$ cat config.mk
export PLATFORM = sky130hd
export DESIGN_NAME = lsu_mem_adapter
export DESIGN_NICKNAME = d
export VERILOG_FILES = /design/src/rtl/lsu_mem_adapter.sv
export SDC_FILE = /design/constraint.sdc
export NUM_CORES = 1
export LEC_CHECK = 0
export BUFFER_PORTS_ARGS = -buffer_cell sky130_fd_sc_hd__buf_2
export CAP_MARGIN = 0
export CORE_AREA = 4 4 123 125
export CTS_CLUSTER_DIAMETER = 80
export DETAILED_ROUTE_END_ITERATION = 10
export DIE_AREA = 0 0 127 129
export GPL_TIMING_DRIVEN = 0
export PLACE_DENSITY = 0.69
export SYNTH_ARGS = -nofsm -noshare
export SYNTH_HDL_FRONTEND = slang
export SYNTH_SLANG_ARGS = --single-unit
$ cat constraint.sdc
create_clock -name clk -period 1.9 [get_ports clk]
set_input_delay 0.19 -clock clk [delete_from_list [all_inputs] [get_ports clk]]
set_output_delay 0.19 -clock clk [all_outputs]
set_load 0.005 [all_outputs]
$ cat src/rtl/lsu_mem_adapter.sv
// Load/store adapter between an RV32I pipeline and a word-wide data memory.
// Requests are checked for legality when accepted. Legal requests are then
// carried out against the memory. Sub-word stores are done as a read of the
// old word, a merge of the new bytes, and a write of the merged word.
// One response is held for each request until the CPU accepts it.
module lsu_mem_adapter #(
  parameter int  MEMSIZE = 'h400,
  localparam int WIDTH   = $clog2(MEMSIZE)
) (
  input  logic             clk,
  input  logic             reset,
  // CPU request channel
  input  logic             req_valid,
  output logic             req_ready,
  input  logic             req_we,
  input  logic [2:0]       req_funct3,
  input  logic [31:0]      req_addr,
  input  logic [31:0]      req_wdata,
  // CPU response channel
  output logic             rsp_valid,
  input  logic             rsp_ready,
  output logic [31:0]      rsp_rdata,
  output logic             rsp_err,
  // word memory port (combinational read)
  output logic             mem_en,
  output logic             mem_wen,
  output logic [WIDTH-1:0] mem_addr,
  output logic [31:0]      mem_wdata,
  input  logic [31:0]      mem_rdata
);

  typedef enum logic [1:0] {
    IDLE   = 2'd0,
    ACCESS = 2'd1,
    WRITE  = 2'd2,
    RESP   = 2'd3
  } state_t;

  localparam logic [2:0] F3_B  = 3'd0;
  localparam logic [2:0] F3_H  = 3'd1;
  localparam logic [2:0] F3_W  = 3'd2;
  localparam logic [2:0] F3_BU = 3'd4;
  localparam logic [2:0] F3_HU = 3'd5;

  state_t           state_reg;
  logic [WIDTH-1:0] addr_reg;
  logic [31:0]      wdata_reg;
  logic             we_reg;
  logic [2:0]       funct3_reg;
  logic [31:0]      wword_reg;
  logic             rsp_valid_reg;
  logic             rsp_err_reg;
  logic [31:0]      rsp_rdata_reg;

  logic             req_err_next;
  logic [31:0]      load_data_next;
  logic [31:0]      merge_word_next;
  logic [3:0]       byte_mask_next;
  logic [31:0]      wdata_shift_next;
  logic [31:0]      rdata_shift_next;
  logic [7:0]       load_byte_next;
  logic [15:0]      load_half_next;
  logic             mem_active_next;

  // Legality of the request currently offered; only meaningful at accept.
  always_comb begin
    req_err_next = 1'b0;
    unique case (req_funct3)
      F3_B, F3_BU: req_err_next = 1'b0;
      F3_H, F3_HU: req_err_next = req_addr[0];
      F3_W:        req_err_next = (req_addr[1:0] != 2'b00);
      default:     req_err_next = 1'b1;
    endcase
    // Unsigned sub-word variants have no meaning for stores.
    if (req_we && (req_funct3 == F3_BU || req_funct3 == F3_HU)) begin
      req_err_next = 1'b1;
    end
    // The upper address bits are used only here and never reach the memory.
    if (req_addr >= 32'(MEMSIZE)) begin
      req_err_next = 1'b1;
    end
  end

  // Select the addressed lane from the read word and extend it to 32 bits.
  always_comb begin
    rdata_shift_next = mem_rdata >> {addr_reg[1:0], 3'b000};
    load_byte_next   = rdata_shift_next[7:0];
    load_half_next   = addr_reg[1] ? mem_rdata[31:16] : mem_rdata[15:0];
    unique case (funct3_reg)
      F3_B:    load_data_next = {{24{load_byte_next[7]}}, load_byte_next};
      F3_H:    load_data_next = {{16{load_half_next[15]}}, load_half_next};
      F3_BU:   load_data_next = {24'h000000, load_byte_next};
      F3_HU:   load_data_next = {16'h0000, load_half_next};
      default: load_data_next = mem_rdata;
    endcase
  end

  // Byte-enable mask and the store data moved into the addressed lanes.
  always_comb begin
    byte_mask_next   = (funct3_reg[0] ? 4'b0011 : 4'b0001) << addr_reg[1:0];
    wdata_shift_next = wdata_reg << {addr_reg[1:0], 3'b000};
  end

  // Each byte lane keeps the old memory byte unless the mask selects it.
  generate
    for (genvar gi = 0; gi < 4; gi++) begin : g_merge_lane
      assign merge_word_next[8*gi +: 8] = byte_mask_next[gi]
                                        ? wdata_shift_next[8*gi +: 8]
                                        : mem_rdata[8*gi +: 8];
    end
  endgenerate

  // Request/response sequencer: latches the request, walks the memory
  // states, and holds the response until the CPU takes it.
  always_ff @(posedge clk) begin
    if (reset) begin
      state_reg     <= IDLE;
      addr_reg      <= '0;
      wdata_reg     <= '0;
      we_reg        <= 1'b0;
      funct3_reg    <= '0;
      wword_reg     <= '0;
      rsp_valid_reg <= 1'b0;
      rsp_err_reg   <= 1'b0;
      rsp_rdata_reg <= '0;
    end else begin
      unique case (state_reg)
        IDLE: begin
          if (req_valid) begin
            addr_reg   <= req_addr[WIDTH-1:0];
            wdata_reg  <= req_wdata;
            we_reg     <= req_we;
            funct3_reg <= req_funct3;
            if (req_err_next) begin
              rsp_valid_reg <= 1'b1;
              rsp_err_reg   <= 1'b1;
              rsp_rdata_reg <= '0;
              state_reg     <= RESP;
            end else if (req_we && req_funct3 == F3_W) begin
              // Full-word store needs no read of the old word.
              wword_reg <= req_wdata;
              state_reg <= WRITE;
            end else begin
              state_reg <= ACCESS;
            end
          end
        end
        ACCESS: begin
          if (we_reg) begin
            wword_reg <= merge_word_next;
            state_reg <= WRITE;
          end else begin
            rsp_valid_reg <= 1'b1;
            rsp_err_reg   <= 1'b0;
            rsp_rdata_reg <= load_data_next;
            state_reg     <= RESP;
          end
        end
        WRITE: begin
          rsp_valid_reg <= 1'b1;
          rsp_err_reg   <= 1'b0;
          rsp_rdata_reg <= '0;
          state_reg     <= RESP;
        end
        RESP: begin
          if (rsp_ready) begin
            rsp_valid_reg <= 1'b0;
            rsp_err_reg   <= 1'b0;
            rsp_rdata_reg <= '0;
            state_reg     <= IDLE;
          end
        end
        default: state_reg <= IDLE;
      endcase
    end
  end

  // Memory port is driven only in ACCESS/WRITE and is forced quiet in reset.
  always_comb begin
    mem_active_next = (state_reg == ACCESS) || (state_reg == WRITE);
    mem_en    = mem_active_next && !reset;
    mem_wen   = (state_reg == WRITE) && !reset;
    mem_addr  = mem_active_next ? {addr_reg[WIDTH-1:2], 2'b00} : '0;
    mem_wdata = (state_reg == WRITE) ? wword_reg : '0;
  end

  assign req_ready = (state_reg == IDLE) && !reset;
  assign rsp_valid = rsp_valid_reg;
  assign rsp_err   = rsp_err_reg;
  assign rsp_rdata = rsp_rdata_reg;

endmodule

; Word level (Yosys, flattened, before mapping)
; Cells that the tools add are included.
[op_classes]
addsub = 0
n_mul = 0
div = 0
order_cmp = 1
n_eq_ne = 17
shift = 3
muxes = 35
bitwise_logic = 0
n_reduce_logical = 19
[ops]
columns = operator, count
row1 = 32-bit 2-to-1 mux, 9
row2 = 32-bit one-hot mux with 4 select lines, 2
row3 = 32-bit one-hot mux with 2 select lines, 1
row4 = "32-bit by 11-bit >= comparator with 1-bit output, second input constant", 1
row5 = 8-bit 2-to-1 mux, 4
row6 = 32-bit by 5-bit left shift with 32-bit output, 1
row7 = 32-bit by 5-bit right shift with 8-bit output, 1
row8 = 16-bit 2-to-1 mux, 1
row9 = "2-bit inequality test, second input constant", 7
row10 = "3-bit == test, second input constant", 4
row11 = 10-bit 2-to-1 mux, 1
row12 = 2-bit 2-to-1 mux, 5
row13 = 1-bit 2-to-1 mux, 8
row14 = 1-bit one-hot mux with 4 select lines, 2
row15 = 2-bit one-hot mux with 4 select lines, 1
row16 = "3-bit by 1-bit == test with 1-bit output, second input constant", 2
row17 = 3-bit zero test, 2
row18 = 1-bit logical AND, 5
row19 = 5-bit AND reduction, 1
row20 = "2-bit == test, second input constant", 2
row21 = 2-bit AND reduction, 2
row22 = 4-bit AND reduction, 1
row23 = 2-bit nonzero test, 2
row24 = 2-bit OR reduction, 2
row25 = other kinds (7), 8
[totals]
regBits = 114
latchBits = 0
ramBits = 0
rom_bits = 0
inputBits = 104
output_inout_bits = 79
word_cells = 84
mem_count = 0

; Longest topological paths before layout
; Gate-level depths: netlist (run 1).
[depth]
ltp_word = 8
mapped_depth = 10
depth_no_buf = 7

; Least setup slack after synthesis (run 1)
; OpenSTA, ideal clock, no wires.
[synth_path]
path_type = flip-flop to flip-flop
start = register state_reg[1]
end = register wword_reg[16]
setup_ns = 0.096
arrival_time_ns = 1.850
required_ns = 1.804
path_slack_ns = -0.045
stages_incl_launch_ff = 10
n_path_buf = 2
synth_period_minus_slack_ns = 1.945
path_cell_list = dfxtp_1 inv_1 ha_1 buf_2 nor2b_1 nor4_4 and3_1 buf_6 nor2_4 o41ai_2
[synth_between]
elab_chain_len = 3
elab_cells_between_ends = 9
cone_classes = 5 x eq/ne / 1 x mux / 3 x reduce/logical
[synth_lines]
columns = item, line_no
row1 = "start, declared", 45  ; state_t state_reg;
row2 = "start signal, assigned", 117  ; state_reg <= IDLE;
row3 = "start signal, assigned", 138  ; state_reg <= RESP;
row4 = "start signal, assigned", 142  ; state_reg <= WRITE;
row5 = 2-bit by 1-bit == test with 1-bit output or 2-bit zero test (tied branches), 127  ; unique case (state_reg)
row6 = 2-bit inequality test (no source line) or 2-bit nonzero test (tied branches), --
row7 = 5-bit AND reduction (no source line), --
row8 = "end signal, assigned", 141  ; wword_reg <= req_wdata;
row9 = "end signal, assigned", 150  ; wword_reg <= merge_word_next;
row10 = "end, declared", 50  ; logic [31:0] wword_reg;
; Several ways; a longest one is shown, not always the timed one.
; A chain may end at the register's enable or synchronous reset.

; Worst setup path in the final report (run 1)
[layout_path]
start = register addr_reg[1]
end = register rsp_rdata_reg[26], in the netlist rsp_rdata[26]
[layout_between]
elab_chain_len = 4
elab_cells_between_ends = 5
cone_classes = 1 x shift / 4 x mux
[layout_lines]
columns = item, line_no
row1 = "start, declared", 46  ; logic [WIDTH-1:0] addr_reg;
row2 = "start signal, assigned", 130  ; addr_reg <= req_addr[WIDTH-1:0];
row3 = 32-bit by 5-bit right shift with 8-bit output or 16-bit 2-to-1 mux (tied branches), "86, 88"
row4 = 32-bit one-hot mux with 4 select lines (*), 89  ; unique case (funct3_reg)
row5 = 32-bit 2-to-1 mux (*), 149  ; if (we_reg) begin
row6 = 32-bit one-hot mux with 4 select lines (*), 127
row7 = "end signal, assigned", 155  ; rsp_rdata_reg <= load_data_next;
row8 = "end, declared", 53  ; logic [31:0] rsp_rdata_reg;
; Every way passes the cells marked *; elsewhere a longest branch is shown, timed or not. The select of a mux whose other input is x is not followed.

==> results of run 1 <==
power by group:
| part | internal, uW | switching (uW) |
|---|---|---|
| Sequential | 2340 | 241 |
| Clock | 1190 | 819 |
| Combinational | 1400 | 2130 |
critical path: stages (launching register included):
cell	delay (ps)
dfxtp_1	360
buf_6	170
mux2i_1	180
mux2_2	300
o21ai_1	170
nand2_2	110
buf_4	210
o31ai_1	270
through the flow:
| step | util (%) | hold slack, ps | setup slack, ps | setup TNS [ps] |
|---|---|---|---|---|
| after floorplan | - | 325 | 29.6 | 0 |
| after global placement | 49.3 | 432 | -353 | -15880 |
| after detailed placement | 49.3 | 438 | -376 | -16690 |
| after CTS | 53.3 | 59.6 | -7.42 | -15.5 |
| after global routing | 54.2 | 77.7 | -48.2 | -113 |
| final | 54.2 | 66.7 | 30.9 | 0 |
final timing paths:
check	startpoint	slack, ps	cells after the start	end
setup / recovery	addr_reg[1]	30	7	rsp_rdata[26]
setup reg to reg	addr_reg[1]	30	7	rsp_rdata[26]
hold reg to reg	addr_reg[7]	450	2	addr_reg[7]
hold / removal	req_addr[8]	70	3	addr_reg[8]
what timing repair did:
action	4_1_cts	5_1_grt
pin swaps	25	5
resized for setup	32	48
buffers inserted	13	7
endpoints found under the setup margin	98	75
cloned	2	0
layout by cell type, fill, tap and decap left out, drive strengths merged, types with 3 or more instances in the layout:
cell | synthesis | final
a21oi | 55 | 55
a311oi | 16 | 16
a31o | 10 | 10
and2 | 41 | 41
and4 | 3 | 3
buf | 24 | 220
clkbuf | 49 | 61
dfxtp | 98 | 98
ha | 5 | 5
inv | 8 | 9
mux2 | 10 | 10
mux2i | 18 | 18
nand2 | 107 | 107
nand2b | 3 | 3
nand3 | 35 | 35
nand4 | 9 | 9
nor2 | 63 | 63
nor2b | 13 | 13
nor3 | 16 | 16
nor4 | 6 | 6
o211ai | 15 | 15
o21ai | 55 | 55
o221ai | 15 | 15
o22a | 8 | 8
o22ai | 18 | 18
o31ai | 24 | 24
o41ai | 8 | 8
or3b | 3 | 3
metal layers:
metal / vias up / wire length [um] / share of wire (%) / global-route usage [%]
li1: 3105 / - / - / -
met1: 3065 / 9120 / 42 / 32.9
met2: 314 / 9890 / 46 / 42.2
met3: 45 / 1820 / 8.5 / 5.31
met4: 0 / 640 / 3.0 / 8.83
met5: - / 0 / 0 / 0
cell families (layout without fill, tap and decap cells):
family | after synthesis | in the layout | share of synthesized area (%)
simple gates | 303 | 303 | 25.5
compound gates | 228 | 228 | 27.2
flops | 98 | 98 | 34.4
buf+inv | 82 | 296 | 6.61
mux | 28 | 28 | 5.14
fa+ha+maj | 5 | 5 | 1.10
other cells | 1 | 3 | 0.0658
cell type report:
| class | instances | area (um2) |
|---|---|---|
| antenna | 1 | 2.50 |
| buffer | 70 | 397 |
| clock buffer | 10 | 239 |
| clock inverter | 6 | 88.8 |
| fill | 1407 | 6360 |
| inverter | 9 | 38.8 |
| multi-input combinational | 566 | 3490 |
| sequential | 98 | 1970 |
| tap | 180 | 225 |
| timing repair buffer | 201 | 1070 |
==> flow_metrics.py, run 1 <==
metrics = {
    "status": {
        "outcome": "finished clean",
    },
    "floorplanning": {
        "die_w_um": 127,
        "row_count": 43,
        "die_h_um": 129,
        "core-area_um2": 13900,
        "start_util_pct": 41.1,
        "io_pins": 183,
        "fp.dieArea_um2": 16400,
    },
    "cts": {
        "clock-sinks": 98,
        "path_clk_slew_ps": 70,
        "cts_root_buf": "clkbuf_16",
        "clk_latency_ps": 350,
        "clock_path_buffers": 2,
        "postCtsHoldBufs": 0,
        "numCtsBuffers": 9,
        "cts_tree": "yes",
        "htree_levels": 3,
    },
    "synth": {
        "synth_cell_types": 50,
        "synth_top_area_share_pct": 34.4,
        "syn_avg_cell_area_um2": 7.65,
        "synth-edff-count": 0,
        "post-synth-top-area-cell": "dfxtp_1",
        "yosysSeqAreaShare_pct": 34.4,
        "yosys-top-cells-area": "dfxtp_1, nand2_1, a21oi_1",
        "synth_ff_type": "dfxtp_1",
        "async_flop_share_pct": 0,
        "yosysMostFrequentCell": "nand2_1",
        "syn_inst": 745,
        "ys_warn_count": 0,
        "synth_commonest_cells": "nand2_1, dfxtp_1, nor2_1",
        "synth_seq_cells": 98,
        "syn_area_um2": 5700,
    },
    "sta": {
        "fin_skew_ps": 8.18,
        "fmax_mhz": 535,
        "tightestPinTransition_ps": 724,
        "period_minus_slack_ps": 1870,
        "hold_viol_final": 0,
        "setup_violations": 0,
        "fin_crit_sh_pct": 98.4,
        "drv_slew": 0,
        "slew_headroom_pct": 51.7,
        "rsz0062_at_grt": "true",
    },
    "drt": {
        "wire_per_inst_um": 18.8,
        "drt_iter0_markers": 512,
        "avgViaCountPerCell": 5.72,
        "routed_wl_mm": 21.5,
        "ant_nets": 0,
        "first_pass_iters": 6,
        "vias": 6529,
        "drc": 0,
    },
    "pwr": {
        "p_per_area_nw_per_um2": 1080,
        "leakage_uw": 0.00314,
        "ir_worst_vdd_mv": 0.708,
        "design_power_total_uw": 8120,
    },
    "final_layout": {
        "stdcell_count": 1141,
        "fin_area_um2": 7520,
        "finalNetCount": 1064,
        "area_delta_synth_final_pct": 32.0,
        "drive_above_1_share_pct": 32.5,
    },
    "worst_setup_path": {
        "worst_ep_arrival_time_ps": 2120,
        "setup.worst_path.end_class": "flip-flop",
        "crit_type": "reg -> reg",
        "crit_path_start_kind": "flip-flop",
        "critical_path_required_ps": 2150,
        "cp_max_fo": 10,
    },
    "placed_design": {
        "placed_area_um2": 6840,
        "io_buffer_count": 180,
        "dpl.cell_count": 1106,
        "dp_hpwl_mm": 16.6,
        "place.gp.congestion": 0.973,
    },
    "global_route": {
        "first_global_vias": 6260,
        "grt_pass1_wl_mm": 32.8,
        "grt_max_degree": 17,
        "antenna_found_initial": 0,
        "grt-ovfl-total": 0,
        "grtUsageTotal_pct": 25.4,
    },
    "min_path": {
        "hp-class": "in -> reg",
    },
    "run": {
        "cap_violations": 0,
    },
}
(Power assumes the default switching activity.)
==> inputs of run 2 (changes only) <==
==> config.mk (replaced) <==
export PLATFORM = sky130hd
export DESIGN_NAME = lsu_mem_adapter
export DESIGN_NICKNAME = d
export VERILOG_FILES = /design/src/rtl/lsu_mem_adapter.sv
export SDC_FILE = /design/constraint.sdc
export NUM_CORES = 1
export LEC_CHECK = 0
export ABC_AREA = 1
export BUFFER_PORTS_ARGS = -buffer_cell sky130_fd_sc_hd__buf_2
export CAP_MARGIN = 0
export CORE_AREA = 4 4 128 130
export CTS_CLUSTER_DIAMETER = 80
export DETAILED_ROUTE_END_ITERATION = 10
export DIE_AREA = 0 0 132 134
export GPL_TIMING_DRIVEN = 0
export PLACE_DENSITY = 0.68
export SYNTH_ARGS = -nofsm -noshare
export SYNTH_HDL_FRONTEND = slang
export SYNTH_SLANG_ARGS = --single-unit
==> flow_metrics.py, run 2 <==
metrics = {
    "cts": {
        "cts_tree": "yes",
        "numCtsBuffers": 9,
        "clock-sinks": 106,
        "cts_root_buf": "clkbuf_16",
        "clk_latency_ps": 350,
        "path_clk_slew_ps": 70,
        "clock_path_buffers": 2,
        "htree_levels": 3,
    },
    "synth": {
        "synth_top_area_share_pct": 34.4,
        "syn_inst": 1009,
        "synth-edff-count": 0,
        "synth_top_family_by_area": "simple AND/OR/NAND/NOR gates",
        "synth_compound_area_share_pct": 18.9,
        "yosys-top-cells-area": "dfxtp_1, nor2_1, nand2_1",
        "synth_cell_types": 33,
        "post-synth-top-area-cell": "dfxtp_1",
        "synth_fa_ha_area_share_pct": 1.01,
        "syn_avg_cell_area_um2": 6.12,
        "yosysMostFrequentCell": "nor2_1",
        "async_flop_share_pct": 0,
        "ys_warn_count": 0,
        "synth_seq_cells": 106,
        "synth_ff_type": "dfxtp_1",
        "synth.mux.area_fraction_pct": 0.324,
        "yosysSeqAreaShare_pct": 34.4,
        "yosys.area_share.xor_xnor_pct": 0,
        "synth_simple_gate_area_share_pct": 33.6,
        "synth_commonest_cells": "nor2_1, nand2_1, o21ai_0",
        "syn_area_um2": 6170,
    },
    "worst_setup_path": {
        "setup.worst_path.end_class": "flip-flop",
        "rr_startpoint": "state_reg[1]",
        "crit_chain": "inv_2, ha_4, clkbuf_1, o21ai_0, a21oi_1, nor2_1, nor2_1, nor2_1",
        "reg2reg_slack_ps": 70,
        "crit_family": "compound AO/OA/AOI/OAI gates",
        "critical_path_required_ps": 2150,
        "cp_max_fo": 10,
        "crit_type": "reg -> reg",
        "slowest_stage": "dfxtp_4",
        "reg2reg_depth": 8,
        "crit_path_start_kind": "flip-flop",
        "cpPeakStageDelay_ps": 360,
        "worst_ep_arrival_time_ps": 2080,
        "critPathBufInv": 2,
        "reg2reg_to": "wword_reg[30]",
        "cpMostUsedCell": "nor2_1",
    },
    "status": {
        "outcome": "finished clean",
    },
    "sta": {
        "setup_violations": 0,
        "slew_headroom_pct": 58.6,
        "setup_ws_ps": 67.6,
        "hold_viol_final": 0,
        "period_minus_slack_ps": 1830,
        "drv_slew": 0,
        "fin_skew_ps": 6.16,
        "fmax_mhz": 546,
        "tightestPinTransition_ps": 622,
        "fin_crit_sh_pct": 96.4,
    },
    "floorplanning": {
        "fp.dieArea_um2": 17700,
        "core-area_um2": 15100,
        "die_w_um": 132,
        "start_util_pct": 40.8,
        "row_count": 45,
        "die_h_um": 134,
        "io_pins": 183,
    },
    "placed_design": {
        "place.gp.congestion": 0.930,
        "dp_hpwl_mm": 16.7,
        "io_buffer_count": 180,
        "pre_cts_slack_ps": -438,
    },
    "final_layout": {
        "seqCellArea_um2": 2130,
        "final_cell_mix": "nor2_1, nand2_1, buf_2, o21ai_0, dfxtp_1",
        "antenna_cells": 0,
        "area_delta_synth_final_pct": 27.4,
        "finalNetCount": 1317,
        "multiInputGateArea_um2": 3400,
        "layout_commonest_cell": "nor2_1",
        "drive_above_1_share_pct": 23.2,
        "fill_cells": 1625,
    },
    "pwr": {
        "ir_worst_vdd_mv": 0.572,
        "design_power_total_uw": 12500,
        "p_per_area_nw_per_um2": 1580,
        "leakage_uw": 0.00418,
    },
    "min_path": {
        "hp-class": "in -> reg",
        "min-delay-start": "req_addr[7]",
        "hold-path-cell-count": 3,
        "whs_endpoint": "addr_reg[7]",
    },
    "global_route": {
        "first_global_vias": 6476,
        "grt-ovfl-total": 0,
        "grtUsageTotal_pct": 23.6,
        "grt_pass1_wl_mm": 33.2,
        "antenna_found_initial": 0,
        "grt_max_degree": 16,
    },
    "drt": {
        "wire_per_inst_um": 15.4,
        "routed_wl_mm": 21.6,
        "avgViaCountPerCell": 5.00,
        "ant_nets": 0,
        "first_pass_iters": 5,
        "drc": 0,
        "drt_iter0_markers": 549,
        "vias": 7003,
    },
    "run": {
        "cap_violations": 0,
    },
}
[run 2: metrics by stage]
stage | setup TNS, ps | utilization [%] | hold WS (ps) | instance area [um2] | cells
floorplan | 0 | - | 333 | 6180 | 1010
CTS | 0 | 50.7 | 78.5 | 7690 | 1394
finish | 0 | 51.9 | 82.8 | 7870 | 1401
detailed placement | -25420 | 48.3 | 450 | 7310 | 1378
global placement | -25000 | 48.3 | 441 | 7310 | 1378
global route | -71.1 | 51.9 | 109 | 7870 | 1401
[run 2: worst max-delay path by stage]
| stage | start | endpoint | cells after the start |
|---|---|---|---|
| after floorplan | state_reg[0] | wword_reg[10] | 9 |
| after global placement | state_reg[0] | wword_reg[20] | 9 |
| after detailed placement | state_reg[0] | wword_reg[30] | 9 |
| after CTS | state_reg[1] | wword_reg[16] | 10 |
| after global routing | addr_reg[0] | rsp_rdata[30] | 13 |
| final | state_reg[1] | wword_reg[30] | 8 |
[run 2: logic make-up after synthesis]
family,after synthesis
compound gates,212
fa+ha+maj,5
buf+inv,177
flops,106
mux,2
other cells,1
simple gates,506
[run 2: metal layers]
layer	up-vias	track usage, %	part of all wire [%]
met5	-	0	0
met4	0	8.63	2.5
met3	37	5.85	7.3
met2	256	37.8	46
met1	3149	30.9	44
li1	3561	-	-
[run 2: report_power, final]
group | internal (uW) | leakage [uW] | switching [uW]
Combinational | 2680 | 0.00316 | 4330
Clock | 1100 | 0.000147 | 841
Sequential | 3050 | 0.000875 | 459
Total | 6830 | 0.00418 | 5630
[run 2: final cells by class]
cell class,count,share of cell area [%]
flip-flops and latches,106,27.1
clock buffers,14,3.36
plain buffers,63,4.42
clock inverters,2,0.445
multi-input cells,727,43.2
well taps,188,2.99
repair buffers,190,13.0
inverters,111,5.47
[run 2: worst min-delay path, delay by kind of cell]
kind	cells	cell delay, ps
simple gates	1	70
compound gates	1	70
buf+inv	1	70
[run 2: timing repair]
item                                    4_1_cts  5_1_grt
gates resized for setup                      23       31
setup buffers                                 3        5
gates cloned                                  0        2
pin swaps                                     2        4
hold buffers                                  0        0
endpoints found under the setup margin      125      112
